[config.mk]
export PLATFORM = sky130hd
export DESIGN_NAME = byte_to_nibble_fifo
export DESIGN_NICKNAME = d
export VERILOG_FILES = /design/src/rtl/byte_to_nibble_fifo.sv
export SDC_FILE = /design/constraint.sdc
export NUM_CORES = 1
export LEC_CHECK = 0
export CAP_MARGIN = 20
export CORE_AREA = 3 3 56 110
export DETAILED_ROUTE_END_ITERATION = 7
export DIE_AREA = 0 0 59 113
export PLACE_DENSITY = 0.81
export SETUP_SLACK_MARGIN = 0.02
export SLEW_MARGIN = 20
export SYNTH_ARGS = -nofsm -noshare
export SYNTH_HDL_FRONTEND = slang
export SYNTH_SLANG_ARGS = --single-unit
[constraint.sdc]
create_clock -name clk -period 7.46 [get_ports clk]
set_input_delay 1.492 -clock clk [delete_from_list [all_inputs] [get_ports clk]]
set_output_delay 1.492 -clock clk [all_outputs]
set_load 0.01 [all_outputs]
[src/rtl/byte_to_nibble_fifo.sv]
// Width down-converting FIFO: bytes in, nibbles out, single clock, valid/enable handshakes.
// Build option NIBBLE_LSB_FIRST_EN emits the low nibble of each byte first.
module byte_to_nibble_fifo #(
  parameter int unsigned DEPTH = 8,  // bytes; power of 2, at least 2
  parameter int unsigned AW    = 3   // log2(DEPTH)
) (
  input  logic          clk,
  input  logic          rst,
  input  logic          in_v,
  output logic          in_en,
  input  logic [7:0]    data_in,
  output logic          out_v,
  input  logic          out_en,
  output logic [3:0]    data_out,
  output logic [AW+1:0] level
);

  localparam logic [AW+1:0] InEnMax = (AW + 2)'(2 * DEPTH - 2);
  localparam logic [AW+1:0] CntOne  = (AW + 2)'(1);
  localparam logic [AW+1:0] CntTwo  = (AW + 2)'(2);

  logic [7:0]    mem [DEPTH];
  logic [AW-1:0] wr_ptr;
  logic [AW:0]   rd_ptr;
  logic [AW+1:0] cnt;
  logic          wr_acc;
  logic          rd_acc;
  logic [7:0]    rd_byte;
  logic [3:0]    nib;

  always_comb begin
    // Write credit depends on cnt alone: a full free byte slot is required.
    in_en   = (cnt <= InEnMax);
    out_v   = (cnt != '0);
    level   = cnt;
    wr_acc  = in_v && in_en;
    rd_acc  = out_en && out_v;
    rd_byte = mem[rd_ptr[AW:1]];
`ifdef NIBBLE_LSB_FIRST_EN
    nib = rd_ptr[0] ? rd_byte[7:4] : rd_byte[3:0];
`else
    nib = rd_ptr[0] ? rd_byte[3:0] : rd_byte[7:4];
`endif
    data_out = out_v ? nib : 4'h0;
  end

  always_ff @(posedge clk) begin
    if (!rst) begin
      wr_ptr <= '0;
      rd_ptr <= '0;
      cnt    <= '0;
    end else begin
      if (wr_acc) wr_ptr <= wr_ptr + AW'(1);
      if (rd_acc) rd_ptr <= rd_ptr + (AW + 1)'(1);
      unique case ({wr_acc, rd_acc})
        2'b10:   cnt <= cnt + CntTwo;
        2'b01:   cnt <= cnt - CntOne;
        2'b11:   cnt <= cnt + CntOne;
        default: cnt <= cnt;
      endcase
    end
  end

  // Storage is not reset; writes are blocked while reset is asserted.
  always_ff @(posedge clk) begin
    if (rst && wr_acc) mem[wr_ptr] <= data_in;
  end

endmodule

# Word-level counts from Yosys, hierarchy flattened
# Memories as Yosys holds them, arrays and structs flattened. A register that Yosys moved wholly into a read port is not among the register bits.
# Index checks and enable logic that the tools add are counted.
[classes]
add_sub_neg = 5
reduce_logical = 5
muxes = 7
n_shift = 0
div = 0
n_mul = 0
bitwise = 0
order_cmp = 1
n_eq_ne = 3
[op_table]
columns = ["op", "count"]
rows = [
  ["5-bit case mux with 3 select lines", 1],
  ["4-bit two-way mux", 2],
  ["3-bit two-way mux", 2],
  ["5-bit by 1-bit adder with 5-bit output, second input constant", 1],
  ["5-bit by 2-bit adder with 5-bit output, second input constant", 1],
  ["5-bit by 4-bit <= comparator with 1-bit output, second input constant", 1],
  ["5-bit nonzero test", 1],
  ["5-bit by 1-bit subtractor with 5-bit output, second input constant", 1],
  ["4-bit by 1-bit adder with 4-bit output, second input constant", 1],
  ["2-bit == test, second input constant", 2],
  ["3-bit by 1-bit adder with 3-bit output, second input constant", 1],
  ["1-bit logical AND", 3],
  ["3-bit nonzero test", 1],
  ["2-bit by 1-bit == test with 1-bit output, second input constant", 1],
  ["1-bit two-way mux", 2],
]
[totals]
mem_bits_rw = 64
inputBits = 12
wordCells = 25
memories = 1
romBits = 0
latchBits = 0
regBits = 12
[mem_list]
columns = ["name", "depth", "word_bits", "rd", "rd_clocked_by_memory_dff", "write_ports", "line_no", "rtl"]
rows = [
  ["mem", 8, 8, 1, 1, 1, "22", "logic [7:0] mem [DEPTH];"],
]

# Longest topological paths before layout
# Gate-level depths: netlist of the first run.
[depth]
ltp_word = 5
depth_mapped = 10
mapped_depth_nobuf = 10

# Worst setup path after synthesis of the first run
# Ideal clock, no wire load.
[synth_timing]
path_kind = "input port to flip-flop"
start = "input port in_v"
end = "register cnt[4], in the netlist level[4]"
stages = 9
path_buffers = 0
t_required_ns = 7.344
setup_slack_ns = 4.005
arrival_time_ns = 3.339
setup_ns = 0.116
cell_sequence = "inv_1 -> a311oi_2 -> nand2_1 -> ha_1 -> nor2b_1 -> o211ai_1 -> nand3_1 -> a221o_1 -> and3_1"
[synth_between]
elab_chain_cells = 3
word_cells_on_any_way = 6
classes_between = "eq/ne: 3; mux: 1; reduce/logical: 2"
[synth_rtl]
columns = ["element", "line_no", "rtl"]
rows = [
  ["from (decl)", "9", "input logic in_v,"],
  ["1-bit logical AND *", "36", "wr_acc = in_v && in_en;"],
  ["2-bit == test or 2-bit by 1-bit == test with 1-bit output (tied branches)", "55", "unique case ({wr_acc, rd_acc})"],
  ["5-bit case mux with 3 select lines or 3-bit nonzero test (tied branches)", "n/a", ""],
  ["to (signal assigned)", "56", "2'b10: cnt <= cnt + CntTwo;"],
  ["to (signal assigned)", "57", "2'b01: cnt <= cnt - CntOne;"],
  ["to (signal assigned)", "58", "2'b11: cnt <= cnt + CntOne;"],
  ["to (decl)", "25", "logic [AW+1:0] cnt;"],
]
# Every way passes the cells marked *; elsewhere a longest branch is shown, timed or not.
# A chain may end at the register's enable or synchronous reset.

==> impl_metrics.env, run 1 <==
export IMPL_ir_drop_mv=0.306
export IMPL_io_pins=23
export IMPL_die_x_microns=59
export IMPL_ys_flop_type="edfxtp_1"
export IMPL_ys_ff_latch=79
export IMPL_syn_area_per_cell_sq_um=16.5
export IMPL_skew_ps=5.86
export IMPL_power_switching_mw=0.332
export IMPL_first_pass_iters=4
export IMPL_maxSlewHeadroom=0.238
export IMPL_yosys_top_cells_area="edfxtp_1 (58%), mux4_2 (11%), dfxtp_1 (9.1%)"
export IMPL_rows=38
export IMPL_fin_crit_sh=0.526
export IMPL_finalSetupViolations=0
export IMPL_antenna_found_initial=0
export IMPL_place_gp_congestion=0.780
export IMPL_pwr_share_seq=0.471
export IMPL_hpwlAfterDp_microns=4270
export IMPL_p_per_area_nw_per_um2=313
export IMPL_async_reset_ff_frac=0
export IMPL_clockRootBuffer="clkbuf_8"
export IMPL_grt_pass1_vias=1916
export IMPL_path_max_fanout=16
export IMPL_clkPwrFrac=0.254
export IMPL_cts_num_sinks=79
export IMPL_layout_common_cells="edfxtp_1 (64), clkdlybuf4s50_1 (22), nand2_1 (20)"
export IMPL_grt_setup_unrepaired="no"
export IMPL_grt_ovfl_total=0
export IMPL_netlist_area_leader_share=0.584
export IMPL_ys_types=40
export IMPL_syn_to_final_growth_pct=15.4
export IMPL_die_h_microns=113
export IMPL_grt_usage=0.200
export IMPL_initial_core_util=0.607
export IMPL_period_needed_ps=3920
export IMPL_final_area_sq_um=3800
export IMPL_yosysTopAreaCell="edfxtp_1"
export IMPL_startpoint_type="flip-flop"
export IMPL_max_cap_violations=0
export IMPL_postPlaceCellArea_sq_um=3590
export IMPL_nets=246
export IMPL_htree_levels=3
export IMPL_cts_hold_buf=0
export IMPL_drive_above_1_share=0.190
export IMPL_clockBufferDepth=2
export IMPL_grt_pass1_wl_microns=9400
export IMPL_sw_frac_of_total=0.279
export IMPL_seq_area_frac_synth=0.675
export IMPL_netlist_area_sq_um=3290
export IMPL_syn_num_nets=219
export IMPL_num_vias=1764
export IMPL_die_area_sq_um=6670
export IMPL_drtIter0Drc=48
export IMPL_cts_resized=0
export IMPL_finalSetupTns_ps=0
export IMPL_grt_max_degree=18
export IMPL_ys_warn_count=0
export IMPL_cellInternalPower_mw=0.857
export IMPL_drt_wl_total_microns=5910
export IMPL_combPwrFrac=0.275
export IMPL_syn_inst=200
export IMPL_cp_required_ps=5970
export IMPL_final_common_cell="edfxtp_1"
export IMPL_ant_nets=0
export IMPL_synth_edf_count=64
export IMPL_fmax_mhz=255
export IMPL_hold_violations=0
export IMPL_cts_clk_slew_worst_paths_ps=70
export IMPL_run_status="finished clean"
export IMPL_total_power_mw=1.19
export IMPL_wire_per_inst_microns=20.3
export IMPL_insertion_delay_ps=330
export IMPL_diodes=0
export IMPL_drc=0
export IMPL_viasPerCell=6.06
export IMPL_drv_slew=0
export IMPL_min_path_type="reg2reg"
export IMPL_postCtsSetupRepairBufs=0
export IMPL_critical_path_arrival_ps=2430
export IMPL_port_buffers=22
export IMPL_crit_type="reg2out"
export IMPL_p_leak_nw=1.23
export IMPL_crit_path_end_kind="output pin"
export IMPL_tightest_slew_ps=1130
export IMPL_tritoncts="yes"
export IMPL_coreArea_sq_um=5420
export IMPL_numCtsBuffers=9
-- kinds of logic (layout without fill, tap and decap cells) --
kind of cell / count (synthesis) / in the layout / share of synthesized area
adders and majority gates: 7 / 7 / 0.0289
buffers and inverters: 12 / 43 / 0.0148
AOI/OAI and AO/OA: 20 / 20 / 0.0441
and+or+nand+nor: 49 / 49 / 0.0791
DFF: 79 / 79 / 0.675
muxes: 24 / 24 / 0.134
xor gates and xnor gates: 9 / 9 / 0.0240
-- sequential cells by signal (all words and copies together), names as in the netlist, named ones only --
register and count:
level 5, rd_ptr 4, wr_ptr 3, mem 64
-- routing by layer --
layer  share of wire  vias up  track usage
met5               0        -            0
met4           0.030        0        0.129
met3           0.035       14       0.0320
met2            0.59       52        0.349
met1            0.35      863        0.213
li1                -      835            -
-- cell usage after synthesis (all sizes together), types with 2 or more instances --
library cell	instances
o22ai	4
o21ai	3
nand3	2
nor2b	2
and2	7
ha	6
a21boi	2
nand2	20
dfxtp	15
xnor2	7
a21oi	2
nor3	5
mux4	16
nor4	3
a31oi	2
buf	4
clkbuf	4
edfxtp	64
mux2i	8
o21a	2
inv	4
xor2	2
-- layout make-up --
cell class                      count  area (sq um)
Clock buffer                       11           151
Tap cell                           60          75.1
Timing Repair Buffer               24           235
Fill cell                         375          1620
Sequential cell                    79          2220
Inverter                            4          15.0
Clock inverter                      4          45.0
Multi-Input combinational cell    109          1050
-- stage by stage --
step	util	cells	worst slack, ps	hold slack, ps
after floorplan	-	200	4010	480
after global placement	0.663	276	3370	513
after detailed placement	0.663	276	3260	528
after CTS	0.699	291	3050	538
after global routing	0.701	291	3350	575
final	0.701	291	3540	526
-- final timing paths --
kind,cells after the start,from,to,slack [ps]
worst max-delay path,4,flip-flop,data_out[3],3540
worst min register to register,2,rd_ptr[1],flip-flop,530
worst min-delay path,2,rd_ptr[1],flip-flop,530
worst max register to register,9,level[1],level[4],4590
-- power by group through the flow --
stage / registers [mW] / clock network [mW] / logic, mW
finish: 0.560 / 0.301 / 0.327
global route: 0.567 / 0.328 / 0.359
floorplan: 0.546 / 0 / 0.223
global placement: 0.570 / 0 / 0.324
CTS: 0.562 / 0.308 / 0.330
detailed placement: 0.571 / 0 / 0.329
-- critical path, cell delays in order, from the launching register on --
cell             delay [ps]
dfxtp_2                 690
mux4_2                  570
mux2i_1                 220
o22ai_1                 120
clkdlybuf4s50_1         490
Note: power is estimated with default switching activity, not from simulation.
==> run 2: changes to the inputs <==
Settings changed: CORE_AREA 3 3 56 110 to 3 3 61 119, DIE_AREA 0 0 59 113 to 0 0 64 122, PLACE_DENSITY 0.81 to 0.72.
Clock period 7.46 ns to 3.6 ns, I/O delays scaled along.
==> run 2 against run 1 <==
Sequential power is 100% higher. Design area grew 5.1%. Setup slack lost 3100 ps. Count of clock-buffer cells in the layout grew 3. Critical path depth increased by 1. Utilization down 7.8 points. Combinational power is 120% higher. Sequential share of layout area is 2.9 points lower. Die area up 17%. First-iteration DRC count is 17% higher. Cell count grew 12%. Largest cell class unchanged. Global-route usage down 2.3 points.
==> impl_metrics.env, run 2 (synthesized netlist as in run 1, its figures left out) <==
export IMPL_final_common_cell="edfxtp_1"
export IMPL_cts_clk_slew_worst_paths_ps=50
export IMPL_numCtsBuffers=9
export IMPL_reg2reg_depth=10
export IMPL_fmax_mhz=319
export IMPL_drv_slew=0
export IMPL_syn_to_final_growth_pct=21.3
export IMPL_p_per_area_nw_per_um2=683
export IMPL_use_met3=0.0498
export IMPL_rows=41
export IMPL_path_depth=5
export IMPL_rr_endpoint="level[4]"
export IMPL_diodes=0
export IMPL_finalSetupViolations=0
export IMPL_nets=255
export IMPL_grt_usage=0.177
export IMPL_die_area_sq_um=7810
export IMPL_fin_crit_sh=0.872
export IMPL_insertion_delay_ps=330
export IMPL_drt_wl_total_microns=6090
export IMPL_ir_drop_mv=0.523
export IMPL_r2r_setup_slack_ps=770
export IMPL_htree_levels=3
export IMPL_run_status="finished clean"
export IMPL_worstSetupEndpoint="data_out[1]"
export IMPL_crit_buf_inv=1
export IMPL_busiest_layer="met2"
export IMPL_layout_common_cells="edfxtp_1 (64), clkdlybuf4s50_1 (22), nand2_1 (20)"
export IMPL_viasPerCell=5.45
export IMPL_grt_setup_unrepaired="no"
export IMPL_path_max_fanout=8
export IMPL_placedCellCount=311
export IMPL_slowest_delay_ps=590
export IMPL_cts_num_sinks=79
export IMPL_num_vias=1781
export IMPL_drc=0
export IMPL_fill_cells=492
export IMPL_grt_pass1_vias=1894
export IMPL_fin_cells=327
export IMPL_min_path_type="reg2reg"
export IMPL_max_cap_violations=0
export IMPL_largest_reg_flops=64
export IMPL_io_pins=23
export IMPL_sw_frac_of_total=0.267
export IMPL_hold_violations=0
export IMPL_p_leak_nw=1.32
export IMPL_period_needed_ps=3140
export IMPL_crit_slowest_cell="or4_4"
export IMPL_startpoint_type="flip-flop"
export IMPL_skew_ps=2.83
export IMPL_fin_util=0.622
export IMPL_multi_input_area_sq_um=1040
export IMPL_r2r_start="level[1]"
export IMPL_die_x_microns=64
export IMPL_postCtsSetupRepairBufs=0
export IMPL_grt_ovfl_total=0
export IMPL_die_h_microns=122
export IMPL_clockRootBuffer="clkbuf_16"
export IMPL_pwr_share_seq=0.416
export IMPL_maxSlewHeadroom=0.636
export IMPL_coreArea_sq_um=6410
export IMPL_first_pass_iters=4
export IMPL_place_gp_congestion=0.801
export IMPL_port_buffers=22
export IMPL_cellInternalPower_mw=2.00
export IMPL_critical_path_arrival_ps=2420
export IMPL_ant_nets=0
export IMPL_drive_above_1_share=0.203
export IMPL_top_register="mem"
export IMPL_antenna_found_initial=0
export IMPL_grt_pass1_wl_microns=9760
export IMPL_crit_type="reg2out"
export IMPL_wire_per_inst_microns=18.6
export IMPL_combPwrFrac=0.260
export IMPL_grt_util_met1=0.184
export IMPL_drtIter0Drc=56
export IMPL_clkPwrFrac=0.323
export IMPL_initial_core_util=0.513
export IMPL_power_switching_mw=0.727
export IMPL_critical_path_top_delay_family="simple AND/OR/NAND/NOR gates"
export IMPL_finalSetupTns_ps=0
export IMPL_hpwlAfterDp_microns=4160
export IMPL_crit_path_end_kind="output pin"
export IMPL_seqCellArea_sq_um=2220
export IMPL_met2_usage=0.314
export IMPL_cts_resized=0
export IMPL_cts_hold_buf=0
export IMPL_cp_startpoint="level[1]"
export IMPL_clockBufferDepth=2
export IMPL_cp_required_ps=2880
export IMPL_worstPathCellList="or4_4 -> or2_4 -> or2b_1 -> o22ai_1 -> clkdlybuf4s50_1"
export IMPL_tritoncts="yes"
export IMPL_tightest_slew_ps=545
export IMPL_grt_max_degree=18
## run 2: how the worst min path moves through the flow
stage / start / endpoint / slack (ps) / cells past startpoint
2_1_floorplan: rd_ptr[1] / flip-flop / 480 / 2
3_3_place_gp: rd_ptr[1] / rd_ptr[1] / 540 / 2
3_5_place_dp: rd_ptr[1] / flip-flop / 560 / 2
4_1_cts: rd_ptr[1] / rd_ptr[1] / 570 / 2
5_1_grt: rd_ptr[1] / rd_ptr[1] / 580 / 2
6_report: rd_ptr[1] / flip-flop / 570 / 2
## run 2: per-layer routing
metal,wire length [microns],part of all wire
met3,204,0.033
met1,2390,0.39
met5,0,0
met2,3310,0.54
met4,190,0.031
## run 2: final cells by class
| cell class | instances | share of cell area |
|---|---|---|
| Clock inverter | 2 | 0.00251 |
| Sequential cell | 79 | 0.557 |
| Tap cell | 86 | 0.0270 |
| Multi-Input combinational cell | 109 | 0.260 |
| Timing Repair Buffer | 33 | 0.0759 |
| Clock buffer | 14 | 0.0740 |
| Inverter | 4 | 0.00376 |
## run 2: metrics by stage
step	hold WS [ps]	area, sq um	worst slack, ps	power, mW
global route	583	3990	398	2.87
detailed placement	557	3690	511	1.87
global placement	539	3690	571	1.86
finish	574	3990	461	2.73
CTS	565	3990	474	2.75
floorplan	480	3290	917	1.59
## run 2: worst reg2reg max path: stages, from the launching register on
cell and delay [ps]:
dfxtp_1 410, or4_4 590, o21a_1 270, nand2_1 170
inv_1 70, fa_1 400, nor2b_1 170, o21a_1 130
nor3_1 50, a221o_1 300, and3_1 160
## run 2: power by group through the flow
stage / Combinational, mW / Sequential (mW) / Clock [mW]
3_3_place_gp: 0.705 / 1.15 / 0
5_1_grt: 0.784 / 1.15 / 0.936
2_1_floorplan: 0.462 / 1.13 / 0
4_1_cts: 0.719 / 1.13 / 0.900
3_5_place_dp: 0.716 / 1.15 / 0
6_report: 0.710 / 1.14 / 0.882
==> run 3: changes to the inputs <==
Settings changed: CORE_AREA 3 3 61 119 to 3 3 59 116, CTS_BUF_LIST set to sky130_fd_sc_hd__clkbuf_4 sky130_fd_sc_hd__clkbuf_8, DIE_AREA 0 0 64 122 to 0 0 62 119, PLACE_DENSITY 0.72 to 0.76.
==> run 3 against run 2 <==
Register-to-register slack is essentially flat. Combinational power about the same. Total power is 13% lower. Non-clock buffer count unchanged. Wire length decreased by 3.5%. Highest routed layer unchanged. Critical path depth did not move.
==> impl_metrics.env, run 3 (synthesized netlist as in run 1, its figures left out) <==
export IMPL_clockRootBuffer="clkbuf_8"
export IMPL_max_cap_violations=0
export IMPL_skew_ps=6.88
export IMPL_die_x_microns=62
export IMPL_p_per_area_nw_per_um2=619
export IMPL_wl_met1_microns=2190
export IMPL_syn_to_final_growth_pct=16.9
export IMPL_top_layer="met4"
export IMPL_drv_slew=0
export IMPL_cts_num_sinks=79
export IMPL_final_common_cell="edfxtp_1"
export IMPL_min_to="rd_ptr[1]"
export IMPL_p_leak_nw=1.25
export IMPL_fill_cells=445
export IMPL_port_buffers=22
export IMPL_path_max_fanout=8
export IMPL_run_status="finished clean"
export IMPL_finalSetupViolations=0
export IMPL_finalSetupTns_ps=0
export IMPL_hpwlAfterDp_microns=4160
export IMPL_ir_drop_mv=0.478
export IMPL_hold_violations=0
export IMPL_viasPerCell=5.53
export IMPL_postCtsSetupRepairBufs=0
export IMPL_cts_resized=0
export IMPL_htree_levels=3
export IMPL_startpoint_type="flip-flop"
export IMPL_postPlaceCellArea_sq_um=3680
export IMPL_grt_max_degree=18
export IMPL_seqCellArea_sq_um=2220
export IMPL_clockBufferDepth=2
export IMPL_layout_common_cells="edfxtp_1 (64), clkdlybuf4s50_1 (22), nand2_1 (20)"
export IMPL_grt_usage=0.187
export IMPL_drtIter0Drc=68
export IMPL_coreArea_sq_um=6060
export IMPL_nets=255
export IMPL_wire_per_inst_microns=18.1
export IMPL_cp_required_ps=2880
export IMPL_grt_ovfl_total=0
export IMPL_final_area_sq_um=3850
export IMPL_min_from="rd_ptr[1]"
export IMPL_tritoncts="yes"
export IMPL_first_pass_iters=4
export IMPL_top_register="mem"
export IMPL_drive_above_1_share=0.207
export IMPL_num_vias=1798
export IMPL_reg2reg_depth=10
export IMPL_r2r_start="level[1]"
export IMPL_tightest_slew_ps=544
export IMPL_antenna_found_initial=0
export IMPL_initial_core_util=0.543
export IMPL_grt_pass1_vias=1886
export IMPL_die_h_microns=119
export IMPL_cts_hold_buf=0
export IMPL_met2_length_microns=3270
export IMPL_diodes=0
export IMPL_period_needed_ps=3150
export IMPL_cts_clk_slew_worst_paths_ps=70
export IMPL_route_met3_wl_microns=193
export IMPL_critical_path_arrival_ps=2430
export IMPL_die_area_sq_um=7380
export IMPL_rr_endpoint="level[4]"
export IMPL_drt_wl_total_microns=5880
export IMPL_rows=40
export IMPL_fmax_mhz=318
export IMPL_crit_path_end_kind="output pin"
export IMPL_drc=0
export IMPL_multi_input_area_sq_um=1040
export IMPL_crit_type="reg2out"
export IMPL_hold_depth=2
export IMPL_largest_reg_flops=64
export IMPL_place_gp_congestion=0.816
export IMPL_grt_pass1_wl_microns=9500
export IMPL_r2r_setup_slack_ps=760
export IMPL_numCtsBuffers=9
export IMPL_min_path_type="reg2reg"
export IMPL_io_pins=23
export IMPL_maxSlewHeadroom=0.637
export IMPL_ant_nets=0
export IMPL_insertion_delay_ps=340
export IMPL_fin_crit_sh=0.874
export IMPL_grt_setup_unrepaired="no"
## run 3: changes by cell type in the layout (fill, tap and decap cells not counted), sizes merged
| cell | change |
|---|---|
| clkbuf | -5 |
| clkinv | +3 |
| clkinvlp | +2 |
## run 3: worst max-delay path by stage
stage | endpoint | from | slack [ps]
after floorplan | level[4] | in_v | 920
after global placement | level[4] | in_v | 560
after detailed placement | level[4] | in_v | 490
after CTS | data_out[3] | level[1] | 430
after global routing | data_out[3] | level[1] | 330
final | data_out[3] | level[1] | 450
## run 3: layout make-up
class                   count  share of cell area
repair buffers             33              0.0787
clock buffers               9              0.0322
inverters                   4             0.00390
multi-input cells         109               0.270
clock inverters             7              0.0104
flip-flops and latches     79               0.578
well taps                  84              0.0273
## run 3: power by group
group          switching [mW]  internal (mW)  total [mW]
clock network           0.291          0.243       0.534
registers              0.0800           1.05        1.13
logic                   0.329          0.383       0.712
## run 3: metal layers
metal,global-route usage,vias up
li1,-,851
met1,0.210,893
met2,0.312,40
met3,0.0347,14
met4,0.106,0
met5,0,-
## run 3: per-stage QoR
step / hold slack, ps / instances / worst slack (ps) / power (mW) / util
2_1_floorplan: 480 / 200 / 917 / 1.59 / -
3_3_place_gp: 513 / 309 / 559 / 1.86 / 0.608
3_5_place_dp: 557 / 309 / 490 / 1.88 / 0.608
4_1_cts: 574 / 325 / 426 / 2.41 / 0.635
5_1_grt: 595 / 325 / 326 / 2.54 / 0.635
6_report: 563 / 325 / 452 / 2.38 / 0.635
## run 3: critical path: stages (launching register included)
cell and delay [ps]:
dfxtp_1 410, or4_4 590, or2_4 270, or2b_1 230, o22ai_1 110, clkdlybuf4s50_1 490
